File: config.mk
export PLATFORM = sky130hd
export DESIGN_NAME = alu_responder
export DESIGN_NICKNAME = d
export VERILOG_FILES = /design/src/rtl/alu_pkg.sv /design/src/rtl/alu_mul_iter.sv /design/src/rtl/alu_responder.sv
export SDC_FILE = /design/constraint.sdc
export NUM_CORES = 1
export LEC_CHECK = 0
export CAP_MARGIN = 40
export CELL_PAD_IN_SITES_DETAIL_PLACEMENT = 0
export CELL_PAD_IN_SITES_GLOBAL_PLACEMENT = 1
export CORE_MARGIN = 5
export CORE_UTILIZATION = 48
export DETAILED_ROUTE_END_ITERATION = 8
export PLACE_DENSITY = 0.91
export SYNTH_ARGS = -nofsm -noshare
export SYNTH_HDL_FRONTEND = slang
export SYNTH_SLANG_ARGS = --single-unit
File: constraint.sdc
create_clock -name Clk -period 17.3 [get_ports Clk]
set_input_delay 1.73 -clock Clk [delete_from_list [all_inputs] [get_ports Clk]]
set_output_delay 1.73 -clock Clk [all_outputs]
set_load 0.01 [all_outputs]
File: src/rtl/alu_pkg.sv
// rtl/alu_pkg.sv - shared ALU opcodes and responder state encoding
// Purpose: opcode constants and FSM state type used by the ALU responder,
//          the combinational ALU and any request generator.
// Ports:   none (package)
package alu_pkg;
   localparam logic [3:0] ALU_AND   = 4'h0;
   localparam logic [3:0] ALU_OR    = 4'h1;
   localparam logic [3:0] ALU_ADD   = 4'h2;
   localparam logic [3:0] ALU_SUB   = 4'h6;
   localparam logic [3:0] ALU_PASSB = 4'h7;
   localparam logic [3:0] ALU_MUL   = 4'hA;

   typedef enum logic {
      S_IDLE = 1'b0,
      S_MUL  = 1'b1
   } state_t;
endpackage

File: src/rtl/alu_mul_iter.sv
// rtl/alu_mul_iter.sv - iterative shift-add multiplier, one bit per cycle
// Purpose: computes the low WIDTH bits of i_a * i_b over WIDTH steps.
// Ports:   Clk, Reset       clock, async active-high reset
//          i_start          latch operands and begin (ignored mid-run only by caller)
//          i_a, i_b         operands, sampled on i_start
//          o_done           high during the final step; o_product is valid then
//          o_product        accumulator including the current step's partial product
module alu_mul_iter
   import alu_pkg::*;
#(
   parameter int WIDTH = 64
) (
   input  logic             Clk,
   input  logic             Reset,
   input  logic             i_start,
   input  logic [WIDTH-1:0] i_a,
   input  logic [WIDTH-1:0] i_b,
   output logic             o_done,
   output logic [WIDTH-1:0] o_product
);
   localparam int CW = (WIDTH > 1) ? $clog2(WIDTH) : 1;
   localparam logic [CW-1:0] LAST = CW'(WIDTH - 1);

   logic [WIDTH-1:0] r_mcand;
   logic [WIDTH-1:0] r_mplier;
   logic [WIDTH-1:0] r_acc;
   logic [CW-1:0]    r_cnt;
   logic             r_run;
   logic [WIDTH-1:0] w_partial;
   logic [WIDTH-1:0] w_acc_next;

   // Multiplicand shifts left and multiplier right, so bit 0 of the
   // multiplier always selects the correctly weighted partial product.
   assign w_partial  = r_mplier[0] ? r_mcand : '0;
   assign w_acc_next = r_acc + w_partial;
   assign o_done     = r_run && (r_cnt == LAST);
   assign o_product  = w_acc_next;

   always_ff @(posedge Clk or posedge Reset) begin
      if (Reset) begin
         r_mcand  <= '0;
         r_mplier <= '0;
         r_acc    <= '0;
         r_cnt    <= '0;
         r_run    <= 1'b0;
      end else if (i_start) begin
         r_mcand  <= i_a;
         r_mplier <= i_b;
         r_acc    <= '0;
         r_cnt    <= '0;
         r_run    <= 1'b1;
      end else if (r_run) begin
         r_acc    <= w_acc_next;
         r_mcand  <= r_mcand << 1;
         r_mplier <= r_mplier >> 1;
         r_cnt    <= r_cnt + 1'b1;
         if (r_cnt == LAST) begin
            r_run <= 1'b0;
         end
      end
   end
endmodule

File: src/rtl/alu_responder.sv
// rtl/alu_responder.sv - handshaked registered ALU with iterative multiply
// Purpose: accepts one ALU op per InValid/InReady handshake and returns the
//          registered result on an OutValid/OutReady channel.
// Ports:   Clk, Reset            clock, async active-high reset
//          InValid/InReady       request handshake (InReady combinational)
//          BusA, BusB, ALUCtrl   operands and opcode, sampled at acceptance
//          OutValid/OutReady     result handshake
//          BusW, Zero, Err       registered result, zero flag, unsupported-op flag
//          Busy                  multiply in progress
module alu_responder
   import alu_pkg::*;
#(
   parameter int WIDTH = 64
) (
   input  logic             Clk,
   input  logic             Reset,
   input  logic             InValid,
   output logic             InReady,
   input  logic [WIDTH-1:0] BusA,
   input  logic [WIDTH-1:0] BusB,
   input  logic [3:0]       ALUCtrl,
   output logic             OutValid,
   input  logic             OutReady,
   output logic [WIDTH-1:0] BusW,
   output logic             Zero,
   output logic             Err,
   output logic             Busy
);
   state_t           r_state;
   logic             r_out_valid;
   logic [WIDTH-1:0] r_bus_w;
   logic             r_zero;
   logic             r_err;
   logic             r_busy;

   logic             w_accept;
   logic             w_is_mul;
   logic             w_mul_done;
   logic [WIDTH-1:0] w_mul_product;
   logic [WIDTH-1:0] w_result;
   logic             w_err;

   // A result leaving this cycle frees the output slot for a new one.
   assign InReady  = (r_state == S_IDLE) && (!r_out_valid || OutReady);
   assign w_accept = InValid && InReady;
   assign w_is_mul = (ALUCtrl == ALU_MUL);

   assign OutValid = r_out_valid;
   assign BusW     = r_bus_w;
   assign Zero     = r_zero;
   assign Err      = r_err;
   assign Busy     = r_busy;

   always_comb begin
      w_result = '0;
      w_err    = 1'b0;
      case (ALUCtrl)
         ALU_AND:   w_result = BusA & BusB;
         ALU_OR:    w_result = BusA | BusB;
         ALU_ADD:   w_result = BusA + BusB;
         ALU_SUB:   w_result = BusA - BusB;
         ALU_PASSB: w_result = BusB;
         ALU_MUL:   w_result = '0;
         default:   w_err    = 1'b1;
      endcase
   end

   alu_mul_iter #(.WIDTH(WIDTH)) u_mul (
      .Clk       (Clk),
      .Reset     (Reset),
      .i_start   (w_accept && w_is_mul),
      .i_a       (BusA),
      .i_b       (BusB),
      .o_done    (w_mul_done),
      .o_product (w_mul_product)
   );

   always_ff @(posedge Clk or posedge Reset) begin
      if (Reset) begin
         r_state     <= S_IDLE;
         r_out_valid <= 1'b0;
         r_bus_w     <= '0;
         r_zero      <= 1'b0;
         r_err       <= 1'b0;
         r_busy      <= 1'b0;
      end else if (r_state == S_IDLE) begin
         if (r_out_valid && OutReady) begin
            r_out_valid <= 1'b0;
         end
         if (w_accept) begin
            if (w_is_mul) begin
               r_state <= S_MUL;
               r_busy  <= 1'b1;
            end else begin
               r_bus_w     <= w_result;
               r_zero      <= (w_result == '0);
               r_err       <= w_err;
               r_out_valid <= 1'b1;
            end
         end
      end else begin
         // The output slot was free on entry, so nothing is pending here.
         if (w_mul_done) begin
            r_bus_w     <= w_mul_product;
            r_zero      <= (w_mul_product == '0);
            r_err       <= 1'b0;
            r_out_valid <= 1'b1;
            r_busy      <= 1'b0;
            r_state     <= S_IDLE;
         end
      end
   end
endmodule
==> Word-level counts from Yosys, hierarchy flattened <==
Cells that the tools add are included.
{ "totals": {"register_bits": 268, "inputBits": 136, "out_inout_bits": 69, "word_cells": 80} }
{ "op_classes": {"n_addsub": 4, "n_eq_ne": 8, "mux": 38, "n_bitwise": 3, "n_reduce_logical": 16} }
{ "op_table": {"columns": ["op", "count"], "rows": [
  ["$mux 64", 11],
  ["$pmux 64 s5", 1],
  ["$add 64x64->64", 2],
  ["$logic_not 64->1", 2],
  ["$and 64x64->64", 1],
  ["$or 64x64->64", 1],
  ["$sub 64x64->64", 1],
  ["$mux 1", 24],
  ["$mux 6", 2],
  ["$eq 4x3->1 const B", 2],
  ["$add 6x1->6 const B", 1],
  ["$eq 6x6->1 const B", 1],
  ["$reduce_and 3->1", 2],
  ["$reduce_bool 2->1", 3],
  ["$logic_and 1x1->1", 5],
  ["$reduce_or 5->1", 1],
  ["$eq 4x1->1 const B", 1],
  ["$eq 4x2->1 const B", 1],
  ["$eq 4x4->1 const B", 1],
  ["$logic_not 4->1", 1],
  ["$ne 2x1->1 const B", 1],
  ["$ne 2x2->1 const B", 1],
  ["$logic_not 1->1", 1],
  ["$logic_or 1x1->1", 1],
  ["$not 1->1", 1]
]} }

==> Depth between registers and ports, before layout <==
{ "depth": {"word_depth": 6, "depth_mapped": 27} }

==> Modules after synthesis <==
Synthesis repeated with hierarchy kept, for this count alone.
{ "hier_totals": {"hier_cells": 3126, "area_unflattened_um2": 24812.5} }
{ "modules_own_cells": {"columns": ["mod", "n_inst", "cells_each", "area_per_inst_um2"], "rows": [
  ["alu_mul_iter", 1, 1543, 13485.4],
  ["alu_responder", 1, 1583, 11327.1]
]} }

==> Worst setup path before layout <==
No wires, ideal clock.
{ "synth_path": {"path_type": "input port to flip-flop", "start": "input port ALUCtrl[0]", "end": "register r_zero, in the netlist Zero", "setup_time_ps": 95, "arrival_ps": 6972, "t_required_ps": 17205, "path_slack_ps": 10232, "cell_stages": 22, "path_cell_list": "clkbuf_1 > nor3b_1 > clkbuf_1 > buf_1 > clkbuf_1 > nand2_1 > clkbuf_1 > nand2_1 > o21ai_0 > fa_1 > nand2b_1 > a211oi_2 > o21ai_0 > a211oi_1 > o211ai_1 > a211oi_1 > or2_2 > o32ai_1 > a221o_1 > nor4b_1 > nand4_1 > o31ai_1"} }
{ "synth_between": {"elab_chain_cells": 6} }
{ "synth_lines": {"columns": ["item", "line", "source"], "rows": [
  ["from (decl)", "alu_responder.sv:21", "input logic [3:0] ALUCtrl,"],
  ["$eq 4x3->1, or another cell as far along", "alu_responder.sv:57", "case (ALUCtrl)"],
  ["$pmux 64 s5", "alu_responder.sv:57", null],
  ["$logic_not 64->1", "alu_responder.sv:96", "r_zero <= (w_result == '0);"],
  ["$mux 1", "alu_responder.sv:91", "if (w_is_mul) begin"],
  ["$mux 1", "alu_responder.sv:90", "if (w_accept) begin"],
  ["$mux 1", "alu_responder.sv:86", "end else if (r_state == S_IDLE) begin"],
  ["to (signal assigned)", "alu_responder.sv:96", null],
  ["to (signal assigned)", "alu_responder.sv:105", "r_zero <= (w_mul_product == '0);"],
  ["to (decl)", "alu_responder.sv:32", "logic r_zero;"]
]} }
Several ways; a longest one is shown, not always the timed one. The select of a mux whose other input is x is not followed.
A chain may end at the register's enable or synchronous reset.

==> Final worst setup path <==
{ "layout_path": {"start": "input port ALUCtrl[1]", "end": "register r_zero, in the netlist Zero"} }
The elaborated chain is that of the path after synthesis.

==> flow_metrics.tcl <==
set metrics [dict create \
    grt_pass1_vias 23500 \
    rr_worst_depth 15 \
    fmax_mhz 118 \
    switching_share_pct 50.2 \
    setup_viol 0 \
    finalCritPeriodShare_pct 49.0 \
    worstSkewPairLatency_ps 620 \
    synth_area_um2 24100 \
    reg2reg_slack_ps 11460 \
    drive_above_1_share_pct 4.23 \
    yosys-top-cells-area "dfrtp_1 (28%), mux2i_1 (7.9%), ha_1 (6.7%), o21ai_0 (6.0%), nand2_1 (5.5%)" \
    hold_path_class "reg2reg" \
    io_buffers 204 \
    synth.avg_cell_area_um2 7.95 \
    postLayoutCellArea_um2 27700 \
    die_height_um 234 \
    cap_violations 0 \
    power.net_switching_mw 2.70 \
    grt_usage_pct 33.9 \
    ctsHtreeMaxLevel 1 \
    status "finished, final reports clean" \
    antenna_left 0 \
    core-area_um2 50000 \
    yosys_warnings 0 \
    setup_tns_ps 0 \
    synth_xor_area_share_pct 5.96 \
    synth_top_family_by_area "compound AO/OA/AOI/OAI gates" \
    cts_buffers 31 \
    viasPerCell 6.63 \
    min_path_cells 2 \
    seq_power_share_pct 22.0 \
    grt_max_degree 118 \
    fin_crit_ps 8480 \
    drt_first_pass_iters 6 \
    clk_path_buf_depth 3 \
    rows 82 \
    critPathRequiredTime_ps 17810 \
    power_frac_comb_pct 65.2 \
    start_kind "input port" \
    crit_path_max_fanout 60 \
    p_int_mw 2.68 \
    worst_clock_skew_ps 32.3 \
    drc 0 \
    synth_ff_type "dfrtp_1" \
    multi_input_area_um2 16400 \
    cts_tree "yes" \
    synth-edff-count 0 \
    antennaDiodeCount 0 \
    place_area_um2 26600 \
    cts_resized 0 \
    gp_congestion 1.01 \
    ys_seq_area_share_pct 27.8 \
    finalMaxSlewViolations 0 \
    synth_area_leader_cell "dfrtp_1" \
    ys_seq_elements 268 \
    regArea_um2 6710 \
    ys_types 82 \
    cts_sinks 268 \
    arrival_ps 9000 \
    grt_pass1_wl_um 145000 \
    drt_iter0_drc 3222 \
    fillCellCount 4710 \
    synthesis.nets 3302 \
    peakVddDrop_mv 0.124 \
    clk_pin_slew_ps 70 \
    initial_core_util_pct 48.3 \
    die-area_um2 54800 \
    maxSlewHeadroom_pct 35.2 \
    wire_per_inst_um 25.5 \
    p_leak_nw 11.6 \
    antenna_found_initial 0 \
    crit_type "in2reg" \
    areaGrowthSynthToFinish_pct 14.9 \
    muxShareOfSynthArea_pct 7.98 \
    preCtsSetupSlack_ps 8510 \
    yosys.area_share.simple_pct 19.1 \
    globalRouteOverflowTotal 0 \
    netlist_top_cells_count "nand2_1 (354), o21ai_0 (289), dfrtp_1 (268)" \
    cts-root-buf "clkbuf_16" \
    rsz0062_at_grt "false" \
    yosysMostFrequentCell "nand2_1" \
    synth_top_area_share_pct 27.8 \
    hold_violations 0 \
    fin_nets 3367 \
    powerDensity_nw_per_um2 194 \
    synth-compound-area-share_pct 27.1 \
    setup_slack_ps 8820 \
    power_mw 5.38 \
    worstMarginPinSlew_ps 969 \
    hpwl_um 75300 \
    pin_count 205 \
    route.vias.total 25200 \
    async_reset_ff_share_pct 100 \
    synth_fa_ha_area_share_pct 7.57 \
    ctsHoldBuffers 0 \
    cp-end-kind "flip-flop" \
    totalWireLength_um 96700 \
    syn_inst 3034 \
    clockPowerShare_pct 12.8 \
    cts_setup_buffers 0 \
    die_w_um 234 \
]
final timing paths:
path / start / endpoint
worst min-delay path: BusW[13] / BusW[13]
worst max register to register: u_mul.r_mplier[0] / Zero
max in group asynchronous: Reset / u_mul.r_acc[37]
min in group asynchronous: Reset / u_mul.r_acc[4]
worst min register to register: BusW[13] / BusW[13]
worst max-delay path: ALUCtrl[1] / Zero
area by class of cell:
class / count / area share (%)
Multi-Input combinational cell: 2478 / 59.0
Sequential cell: 268 / 24.2
Timing Repair Buffer: 246 / 8.85
Clock buffer: 43 / 3.29
Tap cell: 672 / 3.03
Inverter: 74 / 1.03
Clock inverter: 15 / 0.578
sequential cells by signal (all words and copies together) (netlist names):
name            count
OutValid            1
r_state             1
u_mul.r_run         1
u_mul.r_cnt         6
Err                 1
u_mul.r_mplier     64
u_mul.r_acc        64
BusW               64
Busy                1
Zero                1
u_mul.r_mcand      64
layer usage:
layer  GRT usage [%]  wire [um]
met1            52.5      44000
met2            48.2      39600
met3            7.08      10500
met4            7.60       2660
met5               0          0
cell usage in the layout (no fill, tap or decap), drive strengths merged, types with 15 or more instances in the layout:
cell type,n
buf,42
nand3,47
o21a,28
o2111ai,39
and3,22
o21ai,290
a21o,51
a211oi,54
o2111a,15
dfrtp,268
nand4,61
a22oi,29
clkdlybuf4s50,203
a21oi,217
nor3,50
a31oi,16
o211ai,28
or4,17
maj3,16
o21bai,32
mux2i,190
ha,130
nor4,22
a221oi,17
xor2,64
nor2,230
inv,78
xnor2,100
or3,25
clkbuf,43
nand2,354
o22ai,36
and2,82
o31ai,29
kinds of logic after synthesis:
family / Yosys count
compound gates: 1004
simple gates: 970
buf+inv: 288
flops: 268
mux: 192
xor+xnor: 164
fa+ha+maj: 148
worst max-delay path: stages:
cell and delay (ps):
clkdlybuf4s50_1 670, nor3b_2 240, buf_4 620, nand2_1 360
o21ai_0 730, inv_1 100, ha_1 290, nor2b_1 140
o31a_1 340, o21ai_0 250, xnor2_1 90, a221oi_1 720
o221ai_1 420, or4_1 610, nor4_1 610, nand4_1 180
nor4_1 470, nand4_1 150, o31ai_1 260
metrics by stage:
| stage | hold WS, ps | utilization (%) | cells |
|---|---|---|---|
| after floorplan | 466 | - | 3034 |
| after global placement | 462 | 53.0 | 3730 |
| after detailed placement | 474 | 53.3 | 3738 |
| after CTS | 489 | 55.5 | 3796 |
| after global routing | 507 | 55.5 | 3796 |
| final | 481 | 55.5 | 3796 |
power by group through the flow:
stage	clock, mW	sequential [mW]	combinational [mW]
after global routing	0.724	1.21	3.80
final	0.691	1.18	3.51
after CTS	0.699	1.18	3.42
after detailed placement	0	1.18	3.40
after floorplan	0	1.12	2.31
after global placement	0	1.17	3.33
Note: power is estimated with default switching activity, not from simulation.
